`src/rtl/result_drain.sv`:
```
// Result buffer that captures the result-memory write stream and, on start, drains the
// written entries in ascending address order over a valid/ready stream with a running checksum.
module result_drain #(
   parameter int unsigned DW = 8,
   parameter int unsigned AW = 2
) (
   input  logic              clk,
   input  logic              reset,
   input  logic              wr_en,
   input  logic [AW-1:0]     wr_addr,
   input  logic [DW-1:0]     wr_data,
   input  logic              start,
   output logic              out_valid,
   input  logic              out_ready,
   output logic [DW-1:0]     out_data,
   output logic [AW-1:0]     out_addr,
   output logic              out_last,
   output logic              busy,
   output logic              done,
   output logic [AW:0]       fill_cnt,
   output logic [DW+AW-1:0]  sum_out,
   output logic              wr_err
);

   localparam int unsigned DEPTH = 2 ** AW;
   localparam int unsigned PW    = AW + 1;
   localparam int unsigned SW    = DW + AW;

   typedef enum logic [1:0] {IDLE, SCAN, SEND, DONE} state_t;

   state_t            state;
   logic [DW-1:0]     mem [DEPTH];
   logic [DEPTH-1:0]  mask;
   logic [PW-1:0]     ptr;

   logic              found_c;
   logic [AW-1:0]     idx_c;
   logic              last_c;

   // Lowest written entry at or above ptr, and whether any written entry lies beyond it.
   always_comb begin
      found_c = 1'b0;
      idx_c   = '0;
      for (int i = int'(DEPTH) - 1; i >= 0; i--) begin
         if (mask[i] && (PW'(i) >= ptr)) begin
            found_c = 1'b1;
            idx_c   = AW'(i);
         end
      end
      last_c = 1'b1;
      for (int i = 0; i < int'(DEPTH); i++) begin
         if (mask[i] && (AW'(i) > idx_c)) begin
            last_c = 1'b0;
         end
      end
   end

   // Buffer data has no reset; it is only meaningful where the mask is set.
   always_ff @(posedge clk) begin
      if (reset && (state == IDLE) && wr_en) begin
         mem[wr_addr] <= wr_data;
      end
   end

   always_ff @(posedge clk) begin
      if (!reset) begin
         state     <= IDLE;
         mask      <= '0;
         ptr       <= '0;
         out_valid <= 1'b0;
         out_data  <= '0;
         out_addr  <= '0;
         out_last  <= 1'b0;
         busy      <= 1'b0;
         done      <= 1'b0;
         fill_cnt  <= '0;
         sum_out   <= '0;
         wr_err    <= 1'b0;
      end else begin
         if (wr_en && (state != IDLE)) begin
            wr_err <= 1'b1;
         end
         case (state)
            IDLE: begin
               if (wr_en) begin
                  mask[wr_addr] <= 1'b1;
                  if (!mask[wr_addr]) begin
                     fill_cnt <= fill_cnt + PW'(1);
                  end
               end
               if (start) begin
                  state   <= SCAN;
                  ptr     <= '0;
                  sum_out <= '0;
                  busy    <= 1'b1;
               end
            end
            SCAN: begin
               if (found_c) begin
                  out_data  <= mem[idx_c];
                  out_addr  <= idx_c;
                  out_valid <= 1'b1;
                  out_last  <= last_c;
                  ptr       <= PW'(idx_c) + PW'(1);
                  state     <= SEND;
               end else begin
                  done  <= 1'b1;
                  state <= DONE;
               end
            end
            SEND: begin
               // Beat is held until accepted; the checksum only counts transferred words.
               if (out_ready) begin
                  sum_out   <= sum_out + SW'(out_data);
                  out_valid <= 1'b0;
                  if (out_last) begin
                     done  <= 1'b1;
                     state <= DONE;
                  end else begin
                     state <= SCAN;
                  end
               end
            end
            DONE: begin
               done     <= 1'b0;
               mask     <= '0;
               fill_cnt <= '0;
               out_last <= 1'b0;
               busy     <= 1'b0;
               state    <= IDLE;
            end
            default: state <= IDLE;
         endcase
      end
   end

endmodule

```
`config.mk`:
```
export PLATFORM = sky130hd
export DESIGN_NAME = result_drain
export DESIGN_NICKNAME = d
export VERILOG_FILES = /design/src/rtl/result_drain.sv
export SDC_FILE = /design/constraint.sdc
export NUM_CORES = 1
export LEC_CHECK = 0
export ABC_AREA = 1
export CORE_UTILIZATION = 56
export DETAILED_ROUTE_END_ITERATION = 8
export GPL_TIMING_DRIVEN = 0
export PLACE_DENSITY = 0.84
export SYNTH_ARGS = -nofsm -noshare
export SYNTH_HDL_FRONTEND = slang
export SYNTH_SLANG_ARGS = --single-unit
```
`constraint.sdc`:
```
create_clock -name clk -period 2.4 [get_ports clk]
set_input_delay 0.48 -clock clk [delete_from_list [all_inputs] [get_ports clk]]
set_output_delay 0.48 -clock clk [all_outputs]
set_load 0.05 [all_outputs]
```
==> impl_metrics.json, run 1 <==
{
  "status": "finished clean",
  "antenna_found_initial": 0,
  "p_per_area_nw_per_um2": 881,
  "postLayoutCoreUtil": 0.705,
  "fin_crit_sh": 0.873,
  "drv_cap": 0,
  "route.vias.total": 3072,
  "worstReg2RegEnd": "mem[3][4]",
  "critical-path-top-delay-family": "buffers and inverters",
  "cts_max_level": 3,
  "yosysSeqAreaShare": 0.475,
  "cts_sinks": 69,
  "nNetsFinal": 520,
  "ys_types": 35,
  "postCtsHoldBufs": 0,
  "ys.flop_type": "dfxtp_1",
  "place_congestion": 0.905,
  "arrival_ns": 1.61,
  "design_power_total_mw": 3.76,
  "synth.cell_area_um2": 3580,
  "ioPinCount": 43,
  "rsz0062_at_grt": "false",
  "path_cells": "clkdlybuf4s50_1",
  "r2r_start": "state[0]",
  "antennaDiodeCount": 0,
  "cts_buffers": 9,
  "grt-ovfl-total": 0,
  "remaining_drc_errors": 0,
  "irDropWorstVdd_mv": 0.639,
  "critPathMaxFanout": 4,
  "min_from": "done",
  "holdPathEnd": "done",
  "finClkSkew_ns": 0.0121,
  "numPlacedInstances": 553,
  "leakagePower_nw": 1.87,
  "core_area_um2": 6060,
  "cts_tree": "built",
  "grt_max_degree": 13,
  "clk_pin_slew_ns": 0.08,
  "grt_first_pass_wirelength_um": 11900,
  "post_cts.repair.setup_buffers": 0,
  "tightest_slew_ns": 0.733,
  "syn_nets": 468,
  "drive_gt1_frac": 0.0994,
  "grt_pass1_vias": 2735,
  "syn_inst": 437,
  "grt_usage": 0.242,
  "hold_depth": 2,
  "clk_path_buf_depth": 2,
  "ant_nets": 0,
  "crit_path_top_delay_cell": "clkdlybuf4s50_1",
  "detail_route.wl_per_cell_um": 13.5,
  "die_height_um": 82.0,
  "fmax_ghz": 0.477,
  "ys_top_cells_by_area": "edfxtp_1, dfxtp_1, nand2_1, nand3_1, inv_1",
  "clock-root-buffer": "clkbuf_8",
  "synth-seq-cells": 69,
  "period_minus_slack_ns": 2.09,
  "drt_iter0_drc": 194,
  "synth_commonest_cells": "nand2_1, inv_1, nand3_1",
  "postSynthAreaPerCell_um2": 8.20,
  "synth_top_area_share": 0.268,
  "clk_latency_ns": 0.35,
  "dieWidth_um": 82.0,
  "firstDrtPassIters": 5,
  "die_area_um2": 6720,
  "critPathRequiredTime_ns": 1.92,
  "setup_viol": 0,
  "area_growth_pct": 19.2,
  "critPathKind": "reg -> out",
  "fin_setup_tns_ns": 0,
  "slew_headroom": 0.509,
  "async_flop_share": 0,
  "r2r_slack_ns": 0.32,
  "synth_top_cell_by_area": "edfxtp_1",
  "synthMostInstantiatedCell": "nand2_1",
  "end_kind": "output port",
  "wl_um": 7670,
  "synth_edf_count": 32,
  "path_buf_inv": 1,
  "r2r_cells": 6,
  "final_hold_viol_count": 0,
  "dp_hpwl_um": 5600,
  "critPathLaunchType": "flop",
  "viasPerCell": 5.41,
  "rows": 28,
  "stdcell_count": 568,
  "start_util": 0.591,
  "hold_class": "reg -> reg",
  "slew_viol_final": 0,
  "portBuffers": 41,
  "yosys_warnings": 0,
  "slowest_delay_ns": 0.84
}
==> state kept, by name, summed over array words and instances (netlist names) <==
signal / cells
busy: 1
done: 1
fill_cnt: 3
mask: 4
mem: 32
out_addr: 2
out_data: 8
out_last: 1
out_valid: 1
ptr: 3
state: 2
sum_out: 10
wr_err: 1
==> what timing repair did <==
item                                    4_1_cts  5_1_grt
pin swaps                                     0        0
endpoints found under the hold margin         0        0
endpoints found under the setup margin       16        8
resized for setup                             3        1
==> report_power, final <==
part / switching (mW) / internal (mW) / leakage, nW
clock network: 0.449 / 0.368 / 0.0888
registers: 0.100 / 1.36 / 0.590
logic: 0.996 / 0.495 / 1.20
total: 1.54 / 2.22 / 1.87
==> final cells by class <==
type / instances / area (um^2)
fillers: 466 / 1790
flip-flops and latches: 69 / 1700
multi-input cells: 293 / 1580
repair buffers: 41 / 410
inverters: 67 / 262
clock buffers: 9 / 124
well taps: 75 / 93.8
plain buffers: 8 / 58.8
clock inverters: 6 / 41.3
==> cells by family after synthesis <==
group / Yosys count / share of synthesized area
DFF: 69 / 0.475
adders and majority gates: 16 / 0.0580
buffers and inverters: 75 / 0.0894
and+or+nand+nor: 224 / 0.296
xor gates and xnor gates: 3 / 0.00733
AOI/OAI and AO/OA: 50 / 0.0747
==> placed cells by master (no fill, tap or decap), types with 2 or more instances in the layout <==
cell | Yosys | routed
nand3b_1 | 9 | 9
edfxtp_1 | 32 | 32
a21oi_2 | 2 | 2
inv_2 | 3 | 3
a31oi_1 | 2 | 2
nor3_2 | 0 | 4
nand3_1 | 55 | 55
clkinv_2 | 0 | 3
o21ai_0 | 7 | 7
xor2_1 | 2 | 2
nand2_1 | 100 | 100
inv_1 | 61 | 61
dfxtp_1 | 37 | 37
or2_2 | 3 | 3
buf_2 | 2 | 2
clkdlybuf4s50_1 | 0 | 41
nand2_8 | 2 | 2
clkinv_4 | 1 | 4
a21oi_1 | 35 | 35
nand2_2 | 6 | 6
clkbuf_1 | 2 | 2
nor2_1 | 32 | 32
nand2_4 | 4 | 4
buf_6 | 3 | 3
nand4_1 | 6 | 6
ha_1 | 15 | 15
clkbuf_8 | 0 | 9
==> how the worst max path moves through the flow <==
stage	from	endpoint	slack (ns)	cells after the start
finish	out_data[1]	out_data[1]	0.31	1
global route	state[0]	mem[3][4]	0.14	6
CTS	state[0]	mem[2][4]	0.007	6
detailed placement	reset	mem[3][5]	-0.30	3
global placement	reset	mem[3][5]	-0.23	3
floorplan	out_data[0]	sum_out[4]	0.49	7
==> metrics by stage <==
stage | hold slack, ns | cell area (um^2) | setup WS [ns]
3_5_place_dp | 0.451 | 4090 | -0.297
3_3_place_gp | 0.445 | 4090 | -0.232
4_1_cts | 0.463 | 4270 | 0.00718
5_1_grt | 0.486 | 4270 | 0.139
2_1_floorplan | 0.451 | 3580 | 0.493
6_report | 0.460 | 4270 | 0.305
==> per-layer routing <==
metal | share of wire | track usage | vias to the layer above
met4 | 0.017 | 0.125 | 0
li1 | - | - | 1539
met1 | 0.45 | 0.299 | 1434
met2 | 0.49 | 0.393 | 86
met5 | 0 | 0 | -
met3 | 0.048 | 0.0544 | 13
Note: power is estimated with default switching activity, not from simulation.
==> run 2: changes to the inputs <==
CORE_UTILIZATION = 58   (was 56)
CTS_BUF_LIST = sky130_fd_sc_hd__clkbuf_4   (was default)
PLACE_DENSITY = 0.86   (was 0.84)
==> run 2 against run 1 <==
Non-clock buffer count did not move. Sequential cell count did not move. Clock skew down 0.0026 ns. Routed wire length grew 2.0%. Via count grew 0.52%. Largest cell class unchanged. Combinational power hardly changed. Critical path depth increased by 5.
==> impl_metrics.json, run 2 (synthesis results as in run 1) <==
{
  "ioPinCount": 43,
  "cts_tree": "built",
  "postCtsHoldBufs": 0,
  "largest_reg_flops": 32,
  "largest-register": "mem",
  "place_congestion": 0.940,
  "fin_crit_sh": 0.988,
  "leakagePower_nw": 1.86,
  "layout_commonest_cell": "nand2_1",
  "clk_latency_ns": 0.42,
  "combPwrFrac": 0.391,
  "post_cts.repair.setup_buffers": 0,
  "dieWidth_um": 80.6,
  "hold_class": "in -> reg",
  "status": "finished clean",
  "die_area_um2": 6500,
  "fmax_ghz": 0.422,
  "grt_first_pass_wirelength_um": 12900,
  "p_clk_frac": 0.224,
  "cts_buffers": 9,
  "antenna_found_initial": 0,
  "nNetsFinal": 520,
  "clock-root-buffer": "clkbuf_4",
  "clk_pin_slew_ns": 0.11,
  "grt_pass1_vias": 2977,
  "reg_top3": "mem (32), sum_out (10), out_data (8)",
  "slowest_delay_ns": 0.94,
  "rows": 28,
  "remaining_drc_errors": 0,
  "grt-ovfl-total": 0,
  "viasPerCell": 5.43,
  "area_growth_pct": 18.6,
  "setup_viol": 0,
  "wl_um": 7830,
  "crit_path_top_delay_cell": "nor3_1",
  "die_height_um": 80.6,
  "p_int_mw": 2.27,
  "portBuffers": 41,
  "final_hold_viol_count": 0,
  "grt_usage": 0.267,
  "path_buf_inv": 2,
  "drv_cap": 0,
  "critPathRequiredTime_ns": 2.44,
  "dp_hpwl_um": 5680,
  "clk_path_buf_depth": 2,
  "start_util": 0.602,
  "critPathKind": "reg -> reg",
  "path_cells": "inv_1 > ha_1 > nand2_1 > inv_1 > nand2_1 > nor3_1",
  "hold_ws_ns": 0.411,
  "cts_sinks": 69,
  "drive_gt1_frac": 0.0911,
  "firstDrtPassIters": 5,
  "period_minus_slack_ns": 2.37,
  "critical-path-top-delay-family": "simple AND/OR/NAND/NOR gates",
  "critPathLaunchType": "flop",
  "antennaDiodeCount": 0,
  "p_sw_frac": 0.401,
  "irDropWorstVdd_mv": 0.932,
  "route.vias.total": 3088,
  "detail_route.wl_per_cell_um": 13.8,
  "switchingPower_mw": 1.52,
  "tightest_slew_ns": 1.20,
  "critPathMaxFanout": 8,
  "slew_headroom": 0.194,
  "end_kind": "flop",
  "slew_viol_final": 0,
  "finClkSkew_ns": 0.00953,
  "arrival_ns": 2.41,
  "most-common-layout-cells": "nand2_1, inv_1, nand3_1",
  "seqPwrFrac": 0.385,
  "grt_max_degree": 13,
  "ant_nets": 0,
  "cts_max_level": 3,
  "design_power_total_mw": 3.79,
  "rsz0062_at_grt": "true",
  "core_area_um2": 5960,
  "p_per_area_nw_per_um2": 891,
  "drt_iter0_drc": 166
}
-- run 2: cell count changes in the layout (fill, tap and decap cells not counted), sizes merged --
cell and delta:
bufinv +2, inv +1, clkinvlp +1, clkinv -3
-- run 2: final timing paths --
path	startpoint	end	slack, ns	cells past startpoint
max	state[0]	mem[1][7]	0.03	6
min	wr_addr[0]	mask[3]	0.41	3
max reg2reg	state[0]	mem[1][7]	0.03	6
min reg2reg	out_valid	out_valid	0.47	2
-- run 2: per-layer routing --
layer  track usage  part of all wire  vias to the layer above
met2         0.454              0.49                      103
met1         0.310              0.43                     1432
met5             0                 0                        -
li1              -                 -                     1534
met4         0.134             0.024                        0
met3        0.0670             0.053                       19
-- run 2: layout make-up --
cell class,instances,area (um^2)
timing repair buffer,41,410
clock inverter,7,88.8
multi-input combinational,293,1570
sequential,69,1700
clock buffer,9,67.6
tap,75,93.8
buffer,8,58.8
fill,451,1710
inverter,67,262
-- run 2: stage by stage --
stage | worst slack, ns | util | TNS, ns | instances | cell area, um^2
after global placement | -0.228 | 0.686 | -7.01 | 553 | 4090
after floorplan | 0.493 | - | 0 | 437 | 3580
after global routing | -0.233 | 0.713 | -4.92 | 569 | 4250
after CTS | -0.0226 | 0.713 | -0.264 | 569 | 4250
final | 0.0282 | 0.713 | 0 | 569 | 4250
after detailed placement | -0.318 | 0.686 | -9.16 | 553 | 4090
-- run 2: worst min-delay path, stage by stage --
cell,delay (ns)
buf_2,0.15
nand3_1,0.09
a21oi_1,0.07
-- run 2: timing repair --
| action | in CTS | in global routing |
|---|---|---|
| resized for setup | 1 | 0 |
| setup endpoints to repair | 17 | 24 |
| endpoints found under the hold margin | 0 | 0 |
| pin swaps | 0 | 0 |
-- run 2: power by group through the flow --
stage	combinational, mW	clock [mW]	sequential [mW]
after global routing	1.64	0.900	1.48
final	1.48	0.847	1.46
after CTS	1.48	0.856	1.46
after detailed placement	1.47	0	1.49
after global placement	1.43	0	1.48
after floorplan	0.810	0	1.74
==> run 3: changes to the inputs <==
CTS_CLUSTER_DIAMETER = 120   (was default)
HOLD_SLACK_MARGIN = 0.06   (was default)
==> results of run 3 <==
Final layout, timing and power as in run 2 (identical DEF).
